### src/rtl/dmem_arbiter_pkg.sv
// Shared types and memop constants for the data-memory arbiter and the
// CPU/memory blocks that speak the same memop encoding.
package dmem_arbiter_pkg;

  typedef enum logic [1:0] {
    ST_IDLE   = 2'd0,
    ST_ACCESS = 2'd1,
    ST_RESP   = 2'd2
  } arb_state_t;

  localparam logic [2:0] OP_B  = 3'b000;
  localparam logic [2:0] OP_H  = 3'b001;
  localparam logic [2:0] OP_W  = 3'b010;
  localparam logic [2:0] OP_BU = 3'b100;
  localparam logic [2:0] OP_HU = 3'b101;

  typedef struct packed {
    logic        we;
    logic [2:0]  op;
    logic [31:0] addr;
    logic [31:0] wdata;
  } mem_req_t;

endpackage

### src/rtl/dmem_align_chk.sv
// Flags halfword/word accesses whose address is not naturally aligned.
module dmem_align_chk
  import dmem_arbiter_pkg::*;
(
  input  logic [2:0] i_op,
  input  logic [1:0] i_addr_lo,
  output logic       o_misaligned
);

  always_comb begin
    o_misaligned = 1'b0;
    case (i_op)
      OP_H, OP_HU: o_misaligned = i_addr_lo[0];
      OP_W:        o_misaligned = |i_addr_lo;
      default:     o_misaligned = 1'b0;
    endcase
  end

endmodule

### src/rtl/dmem_arbiter.sv
// Two-port round-robin arbiter in front of a single data memory.
// Every grant runs IDLE -> ACCESS -> RESP, so latency is fixed at two cycles.
module dmem_arbiter
  import dmem_arbiter_pkg::*;
(
  input  logic        clk,
  input  logic        reset,
  input  logic        m0_req,
  input  logic        m0_we,
  input  logic [2:0]  m0_op,
  input  logic [31:0] m0_addr,
  input  logic [31:0] m0_wdata,
  output logic        m0_ready,
  output logic        m0_err,
  output logic [31:0] m0_rdata,
  input  logic        m1_req,
  input  logic        m1_we,
  input  logic [2:0]  m1_op,
  input  logic [31:0] m1_addr,
  input  logic [31:0] m1_wdata,
  output logic        m1_ready,
  output logic        m1_err,
  output logic [31:0] m1_rdata,
  output logic [31:0] mem_addr,
  output logic [31:0] mem_datain,
  output logic [2:0]  mem_op,
  output logic        mem_we,
  output logic        mem_rdclk,
  output logic        mem_wrclk,
  input  logic [31:0] mem_dataout,
  output logic        busy,
  output logic [15:0] cnt_m0,
  output logic [15:0] cnt_m1
);

  // state  | meaning
  // IDLE   | no access in flight; winner latched on the cycle a req is seen
  // ACCESS | memory driven from the latched request; write lands mid-cycle
  // RESP   | one-cycle ready/err pulse to the granted port, read data valid

  arb_state_t  r_state;
  logic        r_ptr;
  logic        r_gnt;
  logic        r_mis;
  logic        r_mem_we;
  mem_req_t    r_req;
  logic [15:0] r_cnt_m0;
  logic [15:0] r_cnt_m1;

  logic        w_win;
  logic        w_mis;
  logic        w_resp;
  mem_req_t    w_win_req;

  // preferred port wins only on a tie; a lone requester always wins
  assign w_win     = (m0_req & m1_req) ? r_ptr : m1_req;
  assign w_win_req = w_win ? {m1_we, m1_op, m1_addr, m1_wdata}
                           : {m0_we, m0_op, m0_addr, m0_wdata};

  dmem_align_chk u_align_chk (
    .i_op         (w_win_req.op),
    .i_addr_lo    (w_win_req.addr[1:0]),
    .o_misaligned (w_mis)
  );

  always_ff @(posedge clk) begin
    if (reset) begin
      r_state  <= ST_IDLE;
      r_ptr    <= 1'b0;
      r_gnt    <= 1'b0;
      r_mis    <= 1'b0;
      r_mem_we <= 1'b0;
      r_req    <= '0;
    end else begin
      case (r_state)
        ST_IDLE: begin
          if (m0_req | m1_req) begin
            r_req    <= w_win_req;
            r_gnt    <= w_win;
            r_mis    <= w_mis;
            r_ptr    <= ~w_win;
            r_mem_we <= w_win_req.we & ~w_mis;
            r_state  <= ST_ACCESS;
          end
        end
        ST_ACCESS: begin
          r_mem_we <= 1'b0;
          r_state  <= ST_RESP;
        end
        ST_RESP: r_state <= ST_IDLE;
        default: begin
          r_mem_we <= 1'b0;
          r_state  <= ST_IDLE;
        end
      endcase
    end
  end

  always_ff @(posedge clk) begin
    if (reset) begin
      r_cnt_m0 <= '0;
      r_cnt_m1 <= '0;
    end else if (r_state == ST_RESP) begin
      if (!r_gnt && r_cnt_m0 != 16'hFFFF) r_cnt_m0 <= r_cnt_m0 + 16'd1;
      if (r_gnt && r_cnt_m1 != 16'hFFFF)  r_cnt_m1 <= r_cnt_m1 + 16'd1;
    end
  end

  // reset in RESP must swallow the pulse that is already on the outputs
  assign w_resp   = (r_state == ST_RESP) & ~reset;
  assign m0_ready = w_resp & ~r_gnt;
  assign m1_ready = w_resp & r_gnt;
  assign m0_err   = m0_ready & r_mis;
  assign m1_err   = m1_ready & r_mis;
  assign m0_rdata = (m0_ready & ~r_mis) ? mem_dataout : 32'd0;
  assign m1_rdata = (m1_ready & ~r_mis) ? mem_dataout : 32'd0;

  assign mem_addr   = r_req.addr;
  assign mem_datain = r_req.wdata;
  assign mem_op     = r_req.op;
  assign mem_we     = r_mem_we;
  assign mem_rdclk  = clk;
  assign mem_wrclk  = ~clk;

  assign busy   = (r_state != ST_IDLE);
  assign cnt_m0 = r_cnt_m0;
  assign cnt_m1 = r_cnt_m1;

endmodule

### config.mk
export PLATFORM = sky130hd
export DESIGN_NAME = dmem_arbiter
export DESIGN_NICKNAME = d
export VERILOG_FILES = /design/src/rtl/dmem_arbiter_pkg.sv /design/src/rtl/dmem_align_chk.sv /design/src/rtl/dmem_arbiter.sv
export SDC_FILE = /design/constraint.sdc
export NUM_CORES = 1
export LEC_CHECK = 0
export ABC_AREA = 1
export BUFFER_PORTS_ARGS = -buffer_cell sky130_fd_sc_hd__buf_2
export CAP_MARGIN = 10
export CORE_AREA = 2 2 134 136
export CTS_BUF_LIST = sky130_fd_sc_hd__clkbuf_16
export DETAILED_ROUTE_END_ITERATION = 6
export DIE_AREA = 0 0 136 138
export PLACE_DENSITY = 0.66
export SYNTH_ARGS = -nofsm -noshare
export SYNTH_HDL_FRONTEND = slang
export SYNTH_SLANG_ARGS = --single-unit
### constraint.sdc
create_clock -name clk -period 4 [get_ports clk]
set_clock_uncertainty 0.05 [all_clocks]
set_input_delay 0.4 -clock clk [delete_from_list [all_inputs] [get_ports clk]]
set_output_delay 0.4 -clock clk [all_outputs]
set_load 0.05 [all_outputs]
==> reports/qor.yml <==
detailed_routing:
  postRouteAntennaNets: 0
  drtPass1Iterations: 7
  drc: 0
  via_per_inst: 4.79
  avgRoutedWirePerCell_um: 13.8
  drt_wl_total_um: 20700
  initialDrtViolationCount: 307
  vias: 7211
flow_run:
  drv_cap: 0
worst_setup_path:
  crit_top_cell: "clkbuf_16"
  crit_path_max_incr_delay_ps: 260
  worstPathRequired_ps: 3550
  path_max_fanout: 17
  end_kind: "output port"
  worst_path_max_delay_cell: "buf_2"
  cp_cell_sequence: "clkbuf_16 > clkbuf_16 > clkbuf_16 > inv_1 > buf_2"
  start_kind: "clock port"
  arrival_ps: 2800
  critPathKind: "clock port to output port"
floorplan:
  ios: 343
  die_h_um: 138
  die_x_um: 136
  coreArea_sq_um: 17500
  die_area_sq_um: 18800
  initial_core_util_pct: 34.5
  row_count: 49
final_layout:
  drive_gt1_share_pct: 30.4
  fin_util_pct: 46.8
  final_area_sq_um: 8200
  area_delta_synth_final_pct: 35.4
  layoutNonFillerInstCount: 1504
  finalNetCount: 1442
synth:
  ys_warn_count: 0
  synth.distinct_cells: 28
  synth_fp_nets: 1145
  avgSynthCellArea_sq_um: 6.24
  ys_ff_latch: 105
  synth_area_sq_um: 6050
  synthCells: 971
  ys_seq_area_share_pct: 34.7
clocking:
  clkSlewWorstSetupHoldPaths_ps: 80
  post-cts-setup-buffers: 0
  cts_tree: "yes"
  cts-resized-gates: 0
  clk_latency_ps: 450
  ctsHoldBuffers: 0
placed_design:
  hpwlAfterDp_um: 14700
  placed_area_sq_um: 7800
  gp_congestion: 0.811
  dp.cells: 1483
  port_buffers: 342
global_route:
  grt_max_degree: 138
  grt.total_usage_pct: 21.3
  grt_antenna_before_repair: 2
  grt_pass1_wl_um: 32000
  first_global_vias: 6486
  grt-ovfl-total: 0
power:
  combPwrFrac_pct: 25.3
  switching_share_pct: 36.3
  clkPwrFrac_pct: 38.4
  switchingPower_w: 0.00116
  seqPwrFrac_pct: 36.3
  powerDensity_nw_per_um2: 389
  leakagePower_nw: 4.81
  peakVddDrop_mv: 0.232
  p_int_w: 0.00203
sta:
  hold_ws_ps: 209
  slew_violations: 0
  slew-limit-headroom_pct: 28.6
  rsz0062_at_grt: "false"
  hold_viol: 0
  worst_pin_slew_ps: 1070
  finalSetupViolations: 0
  setup_tns_ps: 0
status:
  status: "completed"
worst_hold_path:
  hold_class: "primary input to flop"
-- Yosys cell counts --
cell type  number  area share, %
a21oi_1        26            2.1
a21oi_2         1           0.14
buf_1           6           0.37
buf_2          35            2.9
buf_4           1           0.12
buf_6           3           0.56
buf_8           1           0.25
clkbuf_1       20            1.2
dfxtp_1       105             35
ha_1            2           0.41
inv_1         153            9.5
inv_2           3           0.19
nand2_1       232             14
nand2_2         2           0.21
nand2_4         2           0.37
nand3_1       149             12
nand3_2         1           0.17
nand3_4         1           0.29
nand3b_1        3           0.37
nand4_1        68            7.0
nor2_1        102            6.3
nor2_2          2           0.21
nor2_4          4           0.74
nor3_1         15            1.2
o211ai_1        5           0.62
o21ai_0        15            1.2
o21ai_1         1          0.083
xor2_1         13            1.9
-- worst paths after layout --
check	start	to	slack (ps)	cells after the start
max	clk	mem_wrclk	750	5
min	m0_wdata[23]	mem_datain[23]$_SDFFE_PP0P_	210	5
max reg2reg	r_ptr$_SDFFE_PP0P_	mem_datain[7]$_SDFFE_PP0P_	1950	8
min reg2reg	r_ptr$_SDFFE_PP0P_	r_ptr$_SDFFE_PP0P_	430	2
-- metrics by stage --
stage	setup slack, ps	total power [W]
floorplan	1020	0.00185
CTS	724	0.00323
global placement	1280	0.00208
global route	716	0.00335
detailed placement	1280	0.00209
finish	747	0.00319
-- routing by layer --
| metal | track usage (%) | vias up | routed length (um) |
|---|---|---|---|
| met3 | 5.35 | 32 | 1680 |
| met1 | 23.6 | 3219 | 8080 |
| met2 | 38.3 | 293 | 10400 |
| met4 | 9.16 | 0 | 508 |
| li1 | - | 3667 | - |
| met5 | 0 | - | 0 |
-- power groups by stage --
stage	combinational [W]	clock, W	sequential (W)
4_1_cts	0.000813	0.00126	0.00116
3_3_place_gp	0.000807	0.0000985	0.00118
6_report	0.000806	0.00122	0.00116
5_1_grt	0.000878	0.00131	0.00116
2_1_floorplan	0.000347	0.0000961	0.00141
3_5_place_dp	0.000812	0.0000985	0.00118
-- flip-flops by register name, summed over array words and instances, names as in the netlist --
| register | count |
|---|---|
| r_mis | 1 |
| r_gnt | 1 |
| mem_we | 1 |
| cnt_m1 | 16 |
| r_ptr | 1 |
| r_state | 2 |
| mem_datain | 32 |
| mem_op | 3 |
| cnt_m0 | 16 |
| mem_addr | 32 |
-- cell usage in the layout, fill, tap and decap left out --
cell        Yosys  routed
dfxtp_1       105     105
buf_12          0       1
inv_6           0       1
nor3_1         15      15
clkbuf_16       0      12
nand3_2         1       1
nand3b_1        3       3
a21oi_1        26      26
nand3_4         1       1
ha_1            2       2
o21ai_0        15      15
a21oi_2         1       1
clkinvlp_4      0       2
clkinv_2        0       1
nand4_1        68      68
nor2_2          2       2
nor2_1        102     101
nand3_1       149     149
nand2_1       232     230
xor2_1         13      13
inv_1         153     153
buf_4           1       6
o211ai_1        5       5
diode_2         0       2
inv_2           3       4
nand2_2         2       4
o21ai_1         1       1
nand2_4         2       2
buf_2          35     342
bufinv_16       0       2
nor2_4          4       5
-- cell type report --
cell class,count,area [sq um]
Clock buffer,14,310
Inverter,155,582
Fill cell,1884,9340
Tap cell,229,287
Sequential cell,105,2100
Clock inverter,8,96.3
Antenna cell,2,5.00
Timing Repair Buffer,347,1770
Multi-Input combinational cell,644,3050
-- critical path, delay by kind of cell --
kind	cells	cell delay [ps]
buffers and inverters	5	790
-- logic make-up (layout without fill, tap and decap cells) --
logic type / Yosys count / after routing / synth area share [%]
AO/OA/AOI/OAI: 48 / 48 / 4.24
flip-flops: 105 / 105 / 34.7
other: 0 / 2 / 0
adder cells (fa/ha/maj): 2 / 2 / 0.413
buffers and inverters: 222 / 524 / 15.1
XOR/XNOR: 13 / 13 / 1.88
AND/OR/NAND/NOR: 581 / 581 / 43.6
No activity file was read; power rests on OpenSTA's default activity.
